### src/rtl/axis_join_pkg.sv
// Shared definitions for the AXI-Stream fork/join pair: default widths and
// the lane slice helper that fixes where lane i sits on a packed bus.
package axis_join_pkg;

  localparam int DEF_DATA_WD = 32;
  localparam int DEF_CNT_WD  = 16;

  // Lane i occupies bits [lane_lsb(i, wd) +: wd] of a packed multi-lane bus.
  function automatic int lane_lsb(input int lane, input int data_wd);
    return lane * data_wd;
  endfunction

endpackage

### src/rtl/axis_skid_buf.sv
// Two-entry main/skid output register: fully registered master side, and
// in_ready is derived from skid occupancy only (no combinational out_ready path).
module axis_skid_buf
  import axis_join_pkg::*;
#(
  parameter int WIDTH = 2 * DEF_DATA_WD + 1
) (
  input  logic             clk,
  input  logic             rst,
  input  logic             in_valid,
  input  logic [WIDTH-1:0] in_data,
  output logic             in_ready,
  output logic             out_valid,
  output logic [WIDTH-1:0] out_data,
  input  logic             out_ready
);

  logic             main_valid_q, main_valid_d;
  logic [WIDTH-1:0] main_data_q, main_data_d;
  logic             skid_valid_q, skid_valid_d;
  logic [WIDTH-1:0] skid_data_q, skid_data_d;

  always_comb begin
    main_valid_d = main_valid_q;
    main_data_d  = main_data_q;
    skid_valid_d = skid_valid_q;
    skid_data_d  = skid_data_q;
    if (main_valid_q && out_ready) begin
      // in_valid cannot coincide with a full skid because in_ready is low then.
      if (skid_valid_q) begin
        main_data_d  = skid_data_q;
        skid_valid_d = 1'b0;
      end else if (in_valid) begin
        main_data_d = in_data;
      end else begin
        main_valid_d = 1'b0;
      end
    end else if (in_valid) begin
      if (!main_valid_q) begin
        main_valid_d = 1'b1;
        main_data_d  = in_data;
      end else begin
        skid_valid_d = 1'b1;
        skid_data_d  = in_data;
      end
    end
  end

  always_ff @(posedge clk) begin
    if (rst) begin
      main_valid_q <= 1'b0;
      main_data_q  <= '0;
      skid_valid_q <= 1'b0;
      skid_data_q  <= '0;
    end else begin
      main_valid_q <= main_valid_d;
      main_data_q  <= main_data_d;
      skid_valid_q <= skid_valid_d;
      skid_data_q  <= skid_data_d;
    end
  end

  assign in_ready  = !skid_valid_q;
  assign out_valid = main_valid_q;
  assign out_data  = main_data_q;

endmodule

### src/rtl/axis_stream_join.sv
// Joins N_IN AXI-Stream lanes into one wide beat: all lanes handshake together,
// the joined beat goes through a main/skid register, and end-of-packet agreement is checked.
module axis_stream_join
  import axis_join_pkg::*;
#(
  parameter int N_IN    = 2,
  parameter int DATA_WD = DEF_DATA_WD,
  parameter int CNT_WD  = DEF_CNT_WD
) (
  input  logic                    clk,
  input  logic                    rst,
  input  logic [N_IN-1:0]         s_valid,
  output logic [N_IN-1:0]         s_ready,
  input  logic [N_IN*DATA_WD-1:0] s_data,
  input  logic [N_IN-1:0]         s_last,
  output logic                    m_valid,
  input  logic                    m_ready,
  output logic [N_IN*DATA_WD-1:0] m_data,
  output logic                    m_last,
  output logic                    err_last,
  output logic [CNT_WD-1:0]       pkt_cnt
);

  localparam int BUS_WD = N_IN * DATA_WD;

  logic [BUS_WD-1:0] join_data;
  logic              all_valid;
  logic              can_accept;
  logic              fire;
  logic              last_all;
  logic              last_any;
  logic              err_last_q, err_last_d;
  logic [CNT_WD-1:0] pkt_cnt_q, pkt_cnt_d;

  for (genvar gi = 0; gi < N_IN; gi++) begin : g_lane
    assign join_data[lane_lsb(gi, DATA_WD) +: DATA_WD] = s_data[lane_lsb(gi, DATA_WD) +: DATA_WD];
  end

  // Lanes may see ready depend on their own valid: no lane waits on ready before asserting valid.
  assign all_valid = &s_valid;
  assign fire      = !rst && all_valid && can_accept;
  assign s_ready   = {N_IN{fire}};
  assign last_all  = &s_last;
  assign last_any  = |s_last;

  axis_skid_buf #(
    .WIDTH(BUS_WD + 1)
  ) u_skid (
    .clk      (clk),
    .rst      (rst),
    .in_valid (fire),
    .in_data  ({last_all, join_data}),
    .in_ready (can_accept),
    .out_valid(m_valid),
    .out_data ({m_last, m_data}),
    .out_ready(m_ready)
  );

  always_comb begin
    err_last_d = fire && last_any && !last_all;
    pkt_cnt_d  = pkt_cnt_q;
    if (m_valid && m_ready && m_last) begin
      pkt_cnt_d = pkt_cnt_q + CNT_WD'(1);
    end
  end

  always_ff @(posedge clk) begin
    if (rst) begin
      err_last_q <= 1'b0;
      pkt_cnt_q  <= '0;
    end else begin
      err_last_q <= err_last_d;
      pkt_cnt_q  <= pkt_cnt_d;
    end
  end

  assign err_last = err_last_q;
  assign pkt_cnt  = pkt_cnt_q;

endmodule

### config.mk
export PLATFORM = sky130hd
export DESIGN_NAME = axis_stream_join
export DESIGN_NICKNAME = d
export VERILOG_FILES = /design/src/rtl/axis_join_pkg.sv /design/src/rtl/axis_skid_buf.sv /design/src/rtl/axis_stream_join.sv
export SDC_FILE = /design/constraint.sdc
export NUM_CORES = 1
export LEC_CHECK = 0
export CAP_MARGIN = 0
export CORE_MARGIN = 1.5
export CORE_UTILIZATION = 52
export DETAILED_ROUTE_END_ITERATION = 8
export DONT_BUFFER_PORTS = 1
export HOLD_SLACK_MARGIN = 0.03
export PLACE_DENSITY = 0.64
export SLEW_MARGIN = 20
export SYNTH_ARGS = -nofsm -noshare
export SYNTH_HDL_FRONTEND = slang
export SYNTH_SLANG_ARGS = --single-unit
### constraint.sdc
create_clock -name clk -period 3.1 [get_ports clk]
set_input_delay 0.31 -clock clk [delete_from_list [all_inputs] [get_ports clk]]
set_output_delay 0.31 -clock clk [all_outputs]
set_load 0.005 [all_outputs]
==> results_tabular.tex <==
\begin{tabular}{lr}
\hline
Metric & Value \\
\hline
\multicolumn{2}{l}{\textbf{Run status}} \\
\quad Outcome & finished, final reports clean \\
\multicolumn{2}{l}{\textbf{Global routing}} \\
\quad Global-route wire length before repair & roughly 22,000 um \\
\quad Global router's overall resource usage & 0.2347 \\
\quad Most heavily used metal layer in global routing & met2 \\
\quad Vias in the first global route & around 4,500 \\
\quad Pin count of the biggest net entering global routing & about 150 \\
\quad Met2 track demand over resource in global routing & 0.3669 \\
\quad Total overflow reported by the global router & 0 \\
\quad Met1 routing resource usage after global routing & 0.2903 \\
\quad Met3 Resource Use GR & 0.08995 \\
\quad Initial antenna violation count & 0 \\
\multicolumn{2}{l}{\textbf{Critical path}} \\
\quad Type of the worst setup path & flip-flop to flip-flop \\
\quad Worst Path Arrival & 2600 ps \\
\quad Maximum fanout along the worst path & 35 \\
\quad CP Data Required Time & 3430 ps \\
\quad Critical Path Start Type & flip-flop \\
\quad Critical path capture point type & flip-flop \\
\multicolumn{2}{l}{\textbf{Placed design}} \\
\quad Number of port buffers & 0 \\
\quad Last weighted congestion value of the routability-driven placer & $\sim$0.8 \\
\quad DP Wirelength & a little over 8000 um \\
\multicolumn{2}{l}{\textbf{Synth}} \\
\quad Synthesized netlist cell count & approximately 680 \\
\quad Xor-xnor portion of the synthesized cell area & 0.01764 \\
\quad Top area cells in the synthesized netlist & sky130\_fd\_sc\_hd\_\_dfxtp\_1 (50\%), sky130\_fd\_sc\_hd\_\_mux2i\_1 (11\%), sky130\_fd\_sc\_hd\_\_nand2\_1 (8.4\%), sky130\_fd\_sc\_hd\_\_a211oi\_1 (8.1\%), sky130\_fd\_sc\_hd\_\_a21oi\_1 (5.8\%) \\
\quad Register bit count reported by yosys & 149 \\
\quad Post-Synthesis Mean Instance Area & just under 9 sq um \\
\quad Share of flip-flops with an asynchronous set or reset after synthesis & 0 \\
\quad Synth warn & 0 \\
\quad Unique cell type count in the Yosys netlist & 32 \\
\quad Area of the mapped netlist & approximately 6000 sq um \\
\quad Share of synthesized cell area in full adder, half adder and majority cells & 0.002100 \\
\quad Commonest cells in the netlist & sky130\_fd\_sc\_hd\_\_dfxtp\_1 (149), sky130\_fd\_sc\_hd\_\_nand2\_1 (134), sky130\_fd\_sc\_hd\_\_nor2\_1 (77) \\
\quad Share of the synthesized area in the top cell type & 0.5007 \\
\quad Multiplexer area fraction after synthesis & 0.1092 \\
\quad Largest family of logic cells by synthesized area & simple AND/OR/NAND/NOR gates \\
\quad Area fraction in compound gates after synthesis & 0.1483 \\
\quad EDFF count, synth & 0 \\
\quad Dominant cell by count in the synthesized netlist & sky130\_fd\_sc\_hd\_\_dfxtp\_1 \\
\quad Fraction of the yosys area taken by sequential cells & 0.5007 \\
\quad Most common flop cell mapped by yosys & sky130\_fd\_sc\_hd\_\_dfxtp\_1 \\
\quad Total nets after synthesis & roughly 750 \\
\quad Fraction of the mapped netlist area in simple logic gates & 0.1722 \\
\quad Biggest area consumer among synthesized cells & sky130\_fd\_sc\_hd\_\_dfxtp\_1 \\
\multicolumn{2}{l}{\textbf{Timing}} \\
\quad RSZ-0062 raised after global routing & no \\
\quad Max-slew headroom at the worst pin & 0.4476 \\
\quad Endpoints failing hold & 0 \\
\quad Count of endpoints failing setup in the final report & 0 \\
\quad Fin crit share & 0.7302 \\
\quad Clock period minus worst slack & 2264 ps \\
\quad Total negative setup slack & 0 ps \\
\quad Least-Margin Pin Slew & between 800 and 900 ps \\
\quad Worst hold-check slack & 46.51 ps \\
\quad Skew final & roughly 6.2 ps \\
\quad Fin. max-slew vios & 0 \\
\quad Highest clock frequency the design can meet & 441.7 MHz \\
\multicolumn{2}{l}{\textbf{Clock tree}} \\
\quad Depth of the CTS H-tree & 4 \\
\quad Num Clock Sinks & 149 \\
\quad Cts bufs inserted & 17 \\
\quad Post-CTS Setup Bufs & 0 \\
\quad Post-CTS Hold Fix Bufs & 63 \\
\quad Clock transition at the registers of the reported paths & approximately 60 ps \\
\quad Buffers from clock root to sink, at most & 2 \\
\quad Clock tree from TritonCTS & built \\
\quad PostCTS Resize Cnt & 0 \\
\quad Insertion delay of the later-clocked pin in the worst-skew pair & roughly 420 ps \\
\quad Root cell of the clock tree & sky130\_fd\_sc\_hd\_\_clkbuf\_16 \\
\multicolumn{2}{l}{\textbf{Drt}} \\
\quad Post-DR wirelength/cell & roughly 16 um \\
\quad Violation count after the first detailed-route iteration & 227 \\
\quad Number of optimization iterations in the first detailed-route pass & 4 \\
\quad Final ANT Viol Nets & 0 \\
\quad WL final & 13,910 um \\
\quad Vias per cell & 5.552 \\
\quad Drt drc & 0 \\
\quad Routed via count & 4,764 \\
\multicolumn{2}{l}{\textbf{Job}} \\
\quad Number of max-capacitance violations reported & 0 \\
\multicolumn{2}{l}{\textbf{Cells and area}} \\
\quad Share of final-layout standard cells stronger than drive strength 1 & 0.05850 \\
\quad Fin util & 0.6542 \\
\quad Area Overhead vs Synth & 20.63\% \\
\quad Storage cell area & approximately 3000 sq um \\
\quad Antenna Cells & 0 \\
\quad Number of nets in the final layout & $\sim$800 \\
\quad Multi-input combinational cell area & approximately 2700 sq um \\
\quad \# fillers & $\sim$880 \\
\multicolumn{2}{l}{\textbf{Die}} \\
\quad Die Span X & roughly 110 um \\
\quad Die Height & about 110 um \\
\quad Die ar. & approximately 12,000 sq um \\
\quad Core Area & 10,980 sq um \\
\quad Placement row count & 38 \\
\quad Starting density of the core & 0.5424 \\
\quad Number of primary I/O pins & approximately 160 \\
\multicolumn{2}{l}{\textbf{Worst hold path}} \\
\quad Hold Crit Class & primary input to flip-flop \\
\multicolumn{2}{l}{\textbf{Pwr}} \\
\quad Total power consumption of the routed design & $\sim$4.4 mW \\
\quad Max rail drop VDD & between 0.4 and 0.5 mV \\
\quad Pwr dens & approximately 600 nW/um\^{}2 \\
\quad Static leakage & 2.880 nW \\
\hline
\end{tabular}
## stage by stage
stage	cells	setup slack (ps)	area (sq um)
2_1_floorplan	676	1518	5957
3_3_place_gp	764	931.5	5929
3_5_place_dp	764	875.1	5929
4_1_cts	858	840.2	7186
5_1_grt	858	650.5	7186
6_report	858	836.3	7186
## critical path, stage by stage, from the launching register on
cell	delay [ps]
sky130_fd_sc_hd__dfxtp_1	600
sky130_fd_sc_hd__nor2b_1	400
sky130_fd_sc_hd__and2_2	620
sky130_fd_sc_hd__buf_12	280
sky130_fd_sc_hd__nand2_1	80
sky130_fd_sc_hd__a21oi_1	170
## routing by layer
metal,up-vias,routed length (um)
met4,0,208
met1,2216,5980
met3,19,1262
met2,134,6455
li1,2395,-
met5,-,0
## sequential cells by signal, summed over array words and instances (netlist names)
name                 count
u_skid.out_data         65
u_skid.skid_data_q      65
pkt_cnt                 16
err_last                 1
u_skid.out_valid         1
u_skid.skid_valid_q      1
## final timing paths
| kind | from | depth (start not counted) | slack [ps] | endpoint |
|---|---|---|---|---|
| setup / recovery | u_skid.out_valid | 5 | 840 | u_skid.skid_data_q[59] |
| hold / removal | s_data[26] | 2 | 50 | u_skid.skid_data_q[26] |
| setup reg to reg | u_skid.out_valid | 5 | 840 | u_skid.skid_data_q[59] |
| hold reg to reg | u_skid.skid_data_q[18] | 2 | 450 | u_skid.skid_data_q[18] |
## report_power, final
part           switching, mW  leakage [nW]  internal [mW]
Combinational          0.139          1.37          0.131
Sequential            0.0570          1.21           1.99
Clock                  0.748         0.304           1.34
## final cells by class
type	instances	share of cell area
Clock buffer	21	0.06686
Clock inverter	10	0.01776
Inverter	2	0.001045
Multi-Input combinational cell	468	0.3759
Sequential cell	149	0.4151
Tap cell	140	0.02438
Timing Repair Buffer	68	0.09890
## cell families (layout without fill, tap and decap cells)
kind of cell	after synthesis	count (layout)
flops	149	149
fa+ha+maj	1	1
compound gates	141	141
buf+inv	59	101
xor+xnor	12	12
simple gates	249	249
mux	65	65
## layout by cell type, fill, tap and decap left out, drive strengths merged, types with 2 or more instances in the layout
master	instances
dfxtp	149
nand2	134
nor2	77
a21oi	69
mux2i	65
a211oi	65
dlygate4sd3	62
clkbuf	21
nand3	10
nand4	6
xnor2	6
xor2	6
clkinv	6
buf	6
o21ai	4
nor2b	3
or3	3
nor3	3
bufinv	3
inv	2
nand2b	2
and4	2
and3	2
nor4	2
and2	2
No activity file was read; power rests on OpenSTA's default activity.
